`src/rtl/mem_bus_arbiter_pkg.sv`:
```
// Shared bus types for the Dcache/Icache memory arbiter: bus commands, requester
// identity, tag-owner entries and the forwarded request bundle.
package mem_bus_arbiter_pkg;

   localparam int XLEN         = 32;
   localparam int MEM_TAG_W    = 4;
   localparam int NUM_MEM_TAGS = 1 << MEM_TAG_W;

   typedef enum logic [1:0] {
      BUS_NONE  = 2'h0,
      BUS_LOAD  = 2'h1,
      BUS_STORE = 2'h2
   } BUS_COMMAND;

   typedef enum logic {
      REQ_DCACHE = 1'b0,
      REQ_ICACHE = 1'b1
   } MEM_REQUESTER;

   typedef struct packed {
      logic         valid;
      MEM_REQUESTER owner;
   } MEM_TAG_ENTRY;

   typedef struct packed {
      logic [1:0]      command;
      logic [XLEN-1:0] addr;
      logic [63:0]     data;
   } mem_req_t;

endpackage

```
`src/rtl/mem_bus_arbiter_tag_table.sv`:
```
// mem_tag_table: remembers which requester owns each outstanding load tag (1..15),
// frees an entry when its data returns, and flags re-allocation of a live tag.
module mem_tag_table
   import mem_bus_arbiter_pkg::*;
(
   input  logic                 clock,
   input  logic                 reset,
   input  logic                 alloc_en,
   input  logic [MEM_TAG_W-1:0] alloc_tag,
   input  MEM_REQUESTER         alloc_owner,
   input  logic [MEM_TAG_W-1:0] lookup_tag,
   output logic                 lookup_hit,
   output MEM_REQUESTER         lookup_owner,
   output logic                 conflict
);

   // Slot 0 is never allocated because tag 0 means "not accepted".
   MEM_TAG_ENTRY [NUM_MEM_TAGS-1:0] entry_q;

   always_comb begin
      lookup_hit   = (lookup_tag != '0) && entry_q[lookup_tag].valid;
      lookup_owner = entry_q[lookup_tag].owner;
   end

   // A tag returning in the same cycle it is reissued is being freed, so reuse
   // there is legitimate and not a conflict. Allocation overrides the clear.
   always_ff @(posedge clock or posedge reset) begin
      if (reset) begin
         entry_q  <= '0;
         conflict <= 1'b0;
      end else begin
         if (lookup_hit)
            entry_q[lookup_tag].valid <= 1'b0;
         if (alloc_en) begin
            entry_q[alloc_tag] <= '{valid: 1'b1, owner: alloc_owner};
            if (entry_q[alloc_tag].valid && !(lookup_hit && (lookup_tag == alloc_tag)))
               conflict <= 1'b1;
         end
      end
   end

endmodule

```
`src/rtl/mem_bus_arbiter.sv`:
```
// Shares one memory bus between Dcache and Icache with anti-starvation for the Icache
// and tag-owner return steering. Define MEM_ARB_STATS_EN for saturating statistics.
module mem_bus_arbiter
   import mem_bus_arbiter_pkg::*;
#(
   parameter int STARVE_LIMIT = 4,
   parameter int CNT_W        = 16
) (
   input  logic                 clock,
   input  logic                 reset,
   input  logic [1:0]           dcache2mem_command,
   input  logic [XLEN-1:0]      dcache2mem_addr,
   input  logic [63:0]          dcache2mem_data,
   output logic [MEM_TAG_W-1:0] mem2dcache_response,
   output logic [63:0]          mem2dcache_data,
   output logic [MEM_TAG_W-1:0] mem2dcache_tag,
   input  logic [1:0]           icache2mem_command,
   input  logic [XLEN-1:0]      icache2mem_addr,
   output logic [MEM_TAG_W-1:0] mem2icache_response,
   output logic [63:0]          mem2icache_data,
   output logic [MEM_TAG_W-1:0] mem2icache_tag,
   output logic [1:0]           proc2mem_command,
   output logic [XLEN-1:0]      proc2mem_addr,
   output logic [63:0]          proc2mem_data,
   input  logic [MEM_TAG_W-1:0] mem2proc_response,
   input  logic [63:0]          mem2proc_data,
   input  logic [MEM_TAG_W-1:0] mem2proc_tag,
   output logic                 tag_conflict
`ifdef MEM_ARB_STATS_EN
   ,
   output logic [CNT_W-1:0]     dcache_grant_cnt,
   output logic [CNT_W-1:0]     icache_grant_cnt,
   output logic [CNT_W-1:0]     starve_force_cnt,
   output logic [CNT_W-1:0]     dropped_tag_cnt
`endif
);

   localparam int STARVE_W = (STARVE_LIMIT > 0) ? $clog2(STARVE_LIMIT + 1) : 1;
   localparam logic [STARVE_W-1:0] STARVE_MAX = STARVE_W'(STARVE_LIMIT);

   logic                d_req, i_req, force_i, d_win, i_win;
   logic                accept, alloc_en, ret_hit;
   MEM_REQUESTER        ret_owner;
   logic [STARVE_W-1:0] starve_cnt;
   mem_req_t            gnt_req;

   assign d_req   = (dcache2mem_command != BUS_NONE);
   assign i_req   = (icache2mem_command != BUS_NONE);
   assign force_i = (STARVE_LIMIT != 0) && (starve_cnt == STARVE_MAX);
   assign i_win   = i_req && (!d_req || force_i);
   assign d_win   = d_req && !i_win;

   always_comb begin
      gnt_req = '{command: BUS_NONE, addr: '0, data: '0};
      if (!reset) begin
         if (i_win)
            gnt_req = '{command: icache2mem_command, addr: icache2mem_addr, data: '0};
         else if (d_win)
            gnt_req = '{command: dcache2mem_command, addr: dcache2mem_addr, data: dcache2mem_data};
      end
   end

   assign proc2mem_command = gnt_req.command;
   assign proc2mem_addr    = gnt_req.addr;
   assign proc2mem_data    = gnt_req.data;

   assign accept   = (gnt_req.command != BUS_NONE) && (mem2proc_response != '0);
   assign alloc_en = accept && (gnt_req.command == BUS_LOAD);

   assign mem2dcache_response = (!reset && d_win) ? mem2proc_response : '0;
   assign mem2icache_response = (!reset && i_win) ? mem2proc_response : '0;

   mem_tag_table u_tag_table (
      .clock       (clock),
      .reset       (reset),
      .alloc_en    (alloc_en),
      .alloc_tag   (mem2proc_response),
      .alloc_owner (i_win ? REQ_ICACHE : REQ_DCACHE),
      .lookup_tag  (mem2proc_tag),
      .lookup_hit  (ret_hit),
      .lookup_owner(ret_owner),
      .conflict    (tag_conflict)
   );

   // Returns to a forgotten tag reach neither cache.
   assign mem2dcache_tag  = (!reset && ret_hit && (ret_owner == REQ_DCACHE)) ? mem2proc_tag : '0;
   assign mem2icache_tag  = (!reset && ret_hit && (ret_owner == REQ_ICACHE)) ? mem2proc_tag : '0;
   assign mem2dcache_data = mem2proc_data;
   assign mem2icache_data = mem2proc_data;

   always_ff @(posedge clock or posedge reset) begin
      if (reset)
         starve_cnt <= '0;
      else if (!i_req || (i_win && accept))
         starve_cnt <= '0;
      else if (starve_cnt != STARVE_MAX)
         starve_cnt <= starve_cnt + 1'b1;
   end

`ifdef MEM_ARB_STATS_EN
   always_ff @(posedge clock or posedge reset) begin
      if (reset) begin
         dcache_grant_cnt <= '0;
         icache_grant_cnt <= '0;
         starve_force_cnt <= '0;
         dropped_tag_cnt  <= '0;
      end else begin
         if (accept && d_win && !(&dcache_grant_cnt))
            dcache_grant_cnt <= dcache_grant_cnt + 1'b1;
         if (accept && i_win && !(&icache_grant_cnt))
            icache_grant_cnt <= icache_grant_cnt + 1'b1;
         if (i_win && d_req && !(&starve_force_cnt))
            starve_force_cnt <= starve_force_cnt + 1'b1;
         if ((mem2proc_tag != '0) && !ret_hit && !(&dropped_tag_cnt))
            dropped_tag_cnt <= dropped_tag_cnt + 1'b1;
      end
   end
`endif

endmodule

```
`config.mk`:
```
export PLATFORM = sky130hd
export DESIGN_NAME = mem_bus_arbiter
export DESIGN_NICKNAME = d
export VERILOG_FILES = /design/src/rtl/mem_bus_arbiter_pkg.sv /design/src/rtl/mem_bus_arbiter_tag_table.sv /design/src/rtl/mem_bus_arbiter.sv
export SDC_FILE = /design/constraint.sdc
export NUM_CORES = 1
export LEC_CHECK = 0
export CAP_MARGIN = 10
export CORE_AREA = 8 8 168 170
export CTS_CLUSTER_DIAMETER = 120
export CTS_CLUSTER_SIZE = 14
export DETAILED_ROUTE_END_ITERATION = 8
export DIE_AREA = 0 0 176 178
export HOLD_SLACK_MARGIN = 0.05
export PLACE_DENSITY_LB_ADDON = 0.2
export SLEW_MARGIN = 20
export SYNTH_ARGS = -nofsm -noshare
export SYNTH_HDL_FRONTEND = slang
export SYNTH_SLANG_ARGS = --single-unit
```
`constraint.sdc`:
```
create_clock -name clock -period 2.9 [get_ports clock]
set_input_delay 0.58 -clock clock [delete_from_list [all_inputs] [get_ports clock]]
set_output_delay 0.58 -clock clock [all_outputs]
set_load 0.02 [all_outputs]
```
Word level (Yosys, flattened, before mapping). Index checks and enable logic that the tools add are counted.

Add/subtract/negate cells: 1. Order comparisons: 4. Equal/unequal tests: 4. Muxes and demuxes: 22. Bitwise operators: 1. Reductions and logical operators: 29.

Operator list (count): 98-bit 2-to-1 mux (3); 32-bit bitwise mux (2); 32-bit 2-to-1 mux (2); 2-bit binary-select mux with 4-bit select (2); 2-bit demux with 4-bit select (2); 4-bit 2-to-1 mux (4); 1-bit logical AND (15); 4-bit by 5-bit less-than comparator with 1-bit output, second input constant (2); 4-bit by 1-bit >= comparator with 1-bit output, second input constant (2); 2-bit 2-to-1 mux (4); 2-bit nonzero test (4); 4-bit nonzero test (2); 3-bit 2-to-1 mux (2); 1-bit zero test (5); 4-bit == test (1); 3-bit by 1-bit adder with 3-bit output, second input constant (1); 3-bit == test, second input constant (1); 3-bit != test, second input constant (1); 2-bit by 1-bit == test with 1-bit output, second input constant (1); 1-bit logical OR (2); 2-bit AND reduction (1); 1-bit 2-to-1 mux (1); 1-bit NOT (1).

Register bits after elaboration: 36. Output and inout port bits: 243. Logic and storage cells: 95.

Longest topological paths before layout. Gate-level depths: netlist of run 1.

Depth in word-level cells: 14. Mapped depth: 8. Mapped depth without buffers: 7.

Hierarchy. A second synthesis of run 1 with hierarchy kept.

Cells, all modules: 533. Area total of the unflattened synthesis: 4409.2 sq um.

By module, submodules not included: mem_bus_arbiter (instances 1, cells an instance 372, area each 2547.4 sq um, sequential area each 75.1 sq um); mem_tag_table (instances 1, cells an instance 161, area each 1861.8 sq um, sequential area each 825.8 sq um).

Worst setup path before layout of run 1. Ideal clock, no wire load.

Kind: in2reg. Start point: input port reset. End point: register u_tag_table.entry_q[4] in the netlist's numbering. Library setup time: 127 ps. Arrival time: 3198 ps. Data required time: 2773 ps. Slack: -426 ps. Stages: 6. Buffers on the path: 2. Cell sequence: clkbuf_1 -> inv_1 -> clkbuf_1 -> nand3_1 -> or4_1 -> mux2_1.

Word-level cells in the longest chain between the ends: 5. Elaborated cells between the ends (all ways): 6.

RTL lines: from (decl) (RTL line mem_bus_arbiter.sv:10) `input logic reset,`; 98-bit 2-to-1 mux (*) (RTL line mem_bus_arbiter.sv:55) `if (!reset) begin`; 2-bit nonzero test (RTL line mem_bus_arbiter.sv:67) `assign accept = (gnt_req.command != BUS_NONE) && (mem2proc_response != '0);`; 1-bit logical AND (RTL line mem_bus_arbiter.sv:67); 1-bit logical AND (*) (RTL line mem_bus_arbiter.sv:68) `assign alloc_en = accept && (gnt_req.command == BUS_LOAD);`; 32-bit 2-to-1 mux (*) (RTL line mem_bus_arbiter_tag_table.sv:34) `if (alloc_en) begin`; to (signal, indexed assignment) (RTL line mem_bus_arbiter_tag_table.sv:35) `entry_q[alloc_tag] <= '{valid: 1'b1, owner: alloc_owner};`; to (decl) (RTL line mem_bus_arbiter_tag_table.sv:18) `MEM_TAG_ENTRY [NUM_MEM_TAGS-1:0] entry_q;`.

Mark *: on every way between the ends. The rest lies on a longest branch, timed or not. A chain may end at the register's enable or synchronous reset.

Worst setup path after layout of run 1.
Start point: input port mem2proc_tag[0]. End point: output port mem2icache_tag[3].

Word-level cells in the longest chain between the ends: 6. Elaborated cells between the ends (all ways): 7.

RTL lines: from (decl) (RTL line mem_bus_arbiter.sv:27) `input logic [MEM_TAG_W-1:0] mem2proc_tag,`; 2-bit binary-select mux with 4-bit select (RTL line mem_bus_arbiter_tag_table.sv:21, mem_bus_arbiter_tag_table.sv:22); 2-bit 2-to-1 mux (not written as such) (RTL line mem_bus_arbiter_tag_table.sv:21) `lookup_hit = (lookup_tag != '0) && entry_q[lookup_tag].valid;`; 1-bit logical AND (RTL line mem_bus_arbiter_tag_table.sv:21); 1-bit logical AND (RTL line mem_bus_arbiter.sv:87) `assign mem2icache_tag = (!reset && ret_hit && (ret_owner == REQ_ICACHE)) ? mem2proc_tag : '0;`; 1-bit logical AND (*) (RTL line mem_bus_arbiter.sv:87); 4-bit 2-to-1 mux (*) (RTL line mem_bus_arbiter.sv:87); to (decl) (RTL line mem_bus_arbiter.sv:21) `output logic [MEM_TAG_W-1:0] mem2icache_tag,`.

Mark *: on every way between the ends. The rest lies on a longest branch, timed or not. The select of a mux whose other input is x is not followed.

==> flow_summary.rst, run 1 <==
.. list-table::
   :header-rows: 1

   * - Metric
     - Value
   * - Global-route wire length before repair
     - around 29,000 um
   * - Cell Rows
     - 59
   * - Mean cell area of the mapped netlist
     - 8.58 um2
   * - Number of nets produced by synthesis
     - around 660
   * - Slew at the pin with the worst max-slew slack
     - 0.386 ns
   * - Number of sinks driven by the clock tree
     - 36
   * - Slowest stage cell on the critical path
     - sky130_fd_sc_hd__mux4_2
   * - Fin crit period
     - a little under 3 ns
   * - Number of buffers inserted by port buffering
     - 256
   * - Number of different library cells in the post-synthesis netlist
     - a little over 40
   * - Crit-path max FO
     - 5
   * - Worst-case headroom to the max-slew limit
     - 0.742
   * - Setup slack after layout
     - -0.0798 ns
   * - Cell area after synthesis
     - 3910 um2
   * - Clock-pin slew on the worst setup and hold paths
     - 0.05 ns
   * - Run status
     - finished with violations
   * - Synth top area cells
     - sky130_fd_sc_hd__buf_4 25%, sky130_fd_sc_hd__dfrtp_1 23%, sky130_fd_sc_hd__and2_1 12%
   * - Failing checks
     - negative setup slack
   * - Detailed placer's ending HPWL
     - 16,900 um
   * - Fmax achieved
     - ~340 MHz
   * - Total area of sequential cells
     - 901 um2
   * - Unrepaired setup endpoints after global routing
     - true
   * - Crit path kind
     - input pin to primary output
   * - Cell taking the most area after synthesis
     - sky130_fd_sc_hd__buf_4
   * - Die Span Y
     - 178 um
   * - Cell count after placement
     - between 900 and 1,000
   * - Cell-by-cell listing of the critical path
     - buf_12, mux4_2, mux4_2, buf_4, buf_6, nor4b_4, and2_4, buf_6
   * - Post-route setup TNS
     - -0.473 ns
   * - Maximum number of buffers from clock root to sink
     - 2
   * - Router iterations before antenna repair
     - 4
   * - # fillers
     - 2,828
   * - Vias in the first global route
     - 4,350
   * - Fraction of post-synthesis cell area in the top cell type by area
     - 0.246
   * - Starting Density
     - 0.153
   * - Post-detailed-route wirelength per cell
     - 21.7 um
   * - Final Max Tran Viols
     - 0
   * - Layout cell share with drive strength beyond 1
     - 0.341
   * - Setup crit start kind
     - input pin
   * - PwrDens
     - 437 nW/um2
   * - Top library cells by usage in the layout, fill and taps aside
     - 136 x sky130_fd_sc_hd__clkdlybuf4s50_1, 76 x sky130_fd_sc_hd__buf_2, 70 x sky130_fd_sc_hd__and2_1
   * - GR Overflow Total
     - 0
   * - Element type at the critical path end
     - primary output
   * - Post-route antenna net violation count
     - 0
   * - CTS tree
     - done
   * - Via density
     - approximately 4
   * - Sequential-to-total area share from yosys stat
     - 0.230
   * - Routability Congestion
     - slightly above 0.8
   * - Final std cells w/o fill
     - 954
   * - Antenna violations before repair
     - 1
   * - FF+latch count, synth
     - 36
   * - Die area
     - 31,300 um2
   * - Static leakage
     - 2.87 nW
   * - Design Area, Final
     - 6260 um2
   * - Root buffer cell
     - sky130_fd_sc_hd__clkbuf_16
   * - Vias after detailed routing
     - 3,897
   * - EDFF count, synth
     - 0
   * - Clock insertion delay at the later pin of the skew report
     - 0.28 ns
   * - Utilization of the core after routing
     - 0.245
   * - Number of instances in the synthesized netlist
     - ~460
   * - Starting DRT DRC Count
     - 141
   * - Top Ports
     - 449
   * - Number of H-tree branching levels
     - 2
   * - Layout overhead on the synthesized area
     - 60.2%
   * - Critical Path AT
     - 2.40 ns
   * - Top_reg_cell synth
     - sky130_fd_sc_hd__dfrtp_1
   * - Count of inserted antenna diode cells
     - 0
   * - Die outline width
     - 176 um
   * - Routed wire length
     - 20,700 um
   * - Inserted Clock Buffers
     - 5
   * - Multi-input gate area in the final layout
     - roughly 2000 um2
   * - Total routing resource utilization after global routing
     - 0.122
   * - Peak ir drop on the vdd network
     - 240 uV
   * - Most frequent standard cell in the layout excluding fill and tap cells
     - sky130_fd_sc_hd__clkdlybuf4s50_1
   * - Share of the clock period used by the worst path
     - 1.03
   * - Synth warn
     - 0
   * - Number of setup violations in the final report
     - 7
   * - Post-Route Skew
     - 0.00311 ns
   * - Share of flip-flops with an asynchronous set or reset
     - 1.00
   * - DRC errors left
     - 0
   * - Post-placement cell area
     - 6200 um2
   * - Maximum single-stage delay on the critical path
     - 0.55 ns
   * - Max-cap check violation count
     - 0
   * - Final Net Count
     - about 830
   * - Worst min-delay path class
     - flop to flop
   * - Data required time of the critical path
     - 2.32 ns
   * - Fin. Hold Viols
     - 0
   * - Placeable core region
     - 25,600 um2
   * - Maximum number of pins on one net before global-route repair
     - 34
[state kept, by name (all words and copies together) (netlist names)]
| register | count |
|---|---|
| starve_cnt | 3 |
| u_tag_table.conflict | 1 |
| u_tag_table.entry_q | 32 |
[worst max-delay path, delay by kind of cell]
family / cells / cell delay, ns
buf+inv: 4 / 0.50
mux: 2 / 1.03
simple gates: 2 / 0.29
[report_power, final]
| group | internal, W | switching (W) | total, W | leakage, nW |
|---|---|---|---|---|
| registers | 0.000602 | 0.0000788 | 0.000681 | 0.480 |
| logic | 0.000731 | 0.000711 | 0.00144 | 2.31 |
| clock network | 0.000405 | 0.000212 | 0.000617 | 0.0808 |
[synth_stat cells, types with 3 or more instances]
master                     instances
sky130_fd_sc_hd__o31ai_1           6
sky130_fd_sc_hd__and3_1            4
sky130_fd_sc_hd__mux4_2            7
sky130_fd_sc_hd__and2_1           76
sky130_fd_sc_hd__mux2i_1           6
sky130_fd_sc_hd__nand3_1           4
sky130_fd_sc_hd__a21oi_1           5
sky130_fd_sc_hd__nand4_1           3
sky130_fd_sc_hd__nor3_1            9
sky130_fd_sc_hd__mux4_1            3
sky130_fd_sc_hd__buf_2             3
sky130_fd_sc_hd__inv_1             6
sky130_fd_sc_hd__mux2_2           14
sky130_fd_sc_hd__a22o_1           32
sky130_fd_sc_hd__xnor2_1           5
sky130_fd_sc_hd__nor2_1           17
sky130_fd_sc_hd__o21ai_0          19
sky130_fd_sc_hd__nand2b_1         10
sky130_fd_sc_hd__dfrtp_1          36
sky130_fd_sc_hd__clkbuf_1         27
sky130_fd_sc_hd__buf_4           128
sky130_fd_sc_hd__nand2_1          12
[routing by layer]
metal,up-vias,wire (um),track usage
li1,1752,-,-
met1,1860,8390,0.147
met2,220,9490,0.185
met3,65,2260,0.0624
met4,0,564,0.0374
met5,-,0,0
[kinds of logic (layout without fill, tap and decap cells)]
family                   Yosys count  count (layout)  share of synthesized area
buffers and inverters            165             328                      0.284
AND/OR/NAND/NOR                  147             147                      0.218
AO/OA/AOI/OAI                     70              70                      0.131
flip-flops                        36              36                      0.230
multiplexers                      31              31                      0.119
XOR/XNOR                           5               5                     0.0112
adder cells (fa/ha/maj)            2               2                    0.00640
[final timing paths]
check	start	endpoint	slack, ns	cells after the start
worst min register to register	u_tag_table.entry_q[1]	u_tag_table.entry_q[1]	0.38	0
worst max-delay path	mem2proc_tag[0]	mem2icache_tag[3]	-0.08	8
worst min-delay path	u_tag_table.entry_q[1]	u_tag_table.entry_q[1]	0.38	0
min in group asynchronous	reset	u_tag_table.entry_q[18]	0.81	4
max in group asynchronous	reset	u_tag_table.entry_q[9]	1.30	6
worst max register to register	starve_cnt[1]	u_tag_table.entry_q[2]	0.47	8
[area by class of cell]
cell class | count | share of cell area
Inverter | 6 | 0.00359
Timing Repair Buffer | 314 | 0.441
Clock inverter | 2 | 0.00559
Sequential cell | 36 | 0.144
Tap cell | 335 | 0.0669
Clock buffer | 6 | 0.0206
Multi-Input combinational cell | 255 | 0.318
[metrics by stage]
step	setup slack (ns)	power, W	hold WS, ns
after floorplan	0.0603	0.00159	0.425
after global placement	-1.15	0.00211	0.372
after detailed placement	-1.16	0.00212	0.367
after CTS	-0.104	0.00274	0.380
after global routing	-0.170	0.00291	0.393
final	-0.0798	0.00274	0.378
[what timing repair did]
item                                   4_1_cts  5_1_grt
setup buffers                                5        4
cloned                                       2        2
pin swaps                                   11        3
hold buffers                                 0        0
endpoints found under the hold margin        0        0
setup endpoints to repair                  113       65
resized for setup                          414       72
Note: power is estimated with default switching activity, not from simulation.
==> run 2: changes to the inputs <==
--- a/config.mk
+++ b/config.mk
@@ -13,7 +13,6 @@
 export DIE_AREA = 0 0 176 178
 export HOLD_SLACK_MARGIN = 0.05
 export PLACE_DENSITY_LB_ADDON = 0.2
-export SLEW_MARGIN = 20
 export SYNTH_ARGS = -nofsm -noshare
 export SYNTH_HDL_FRONTEND = slang
 export SYNTH_SLANG_ARGS = --single-unit
==> results of run 2 <==
The final DEF is identical to that of run 1; final timing and power are the same.
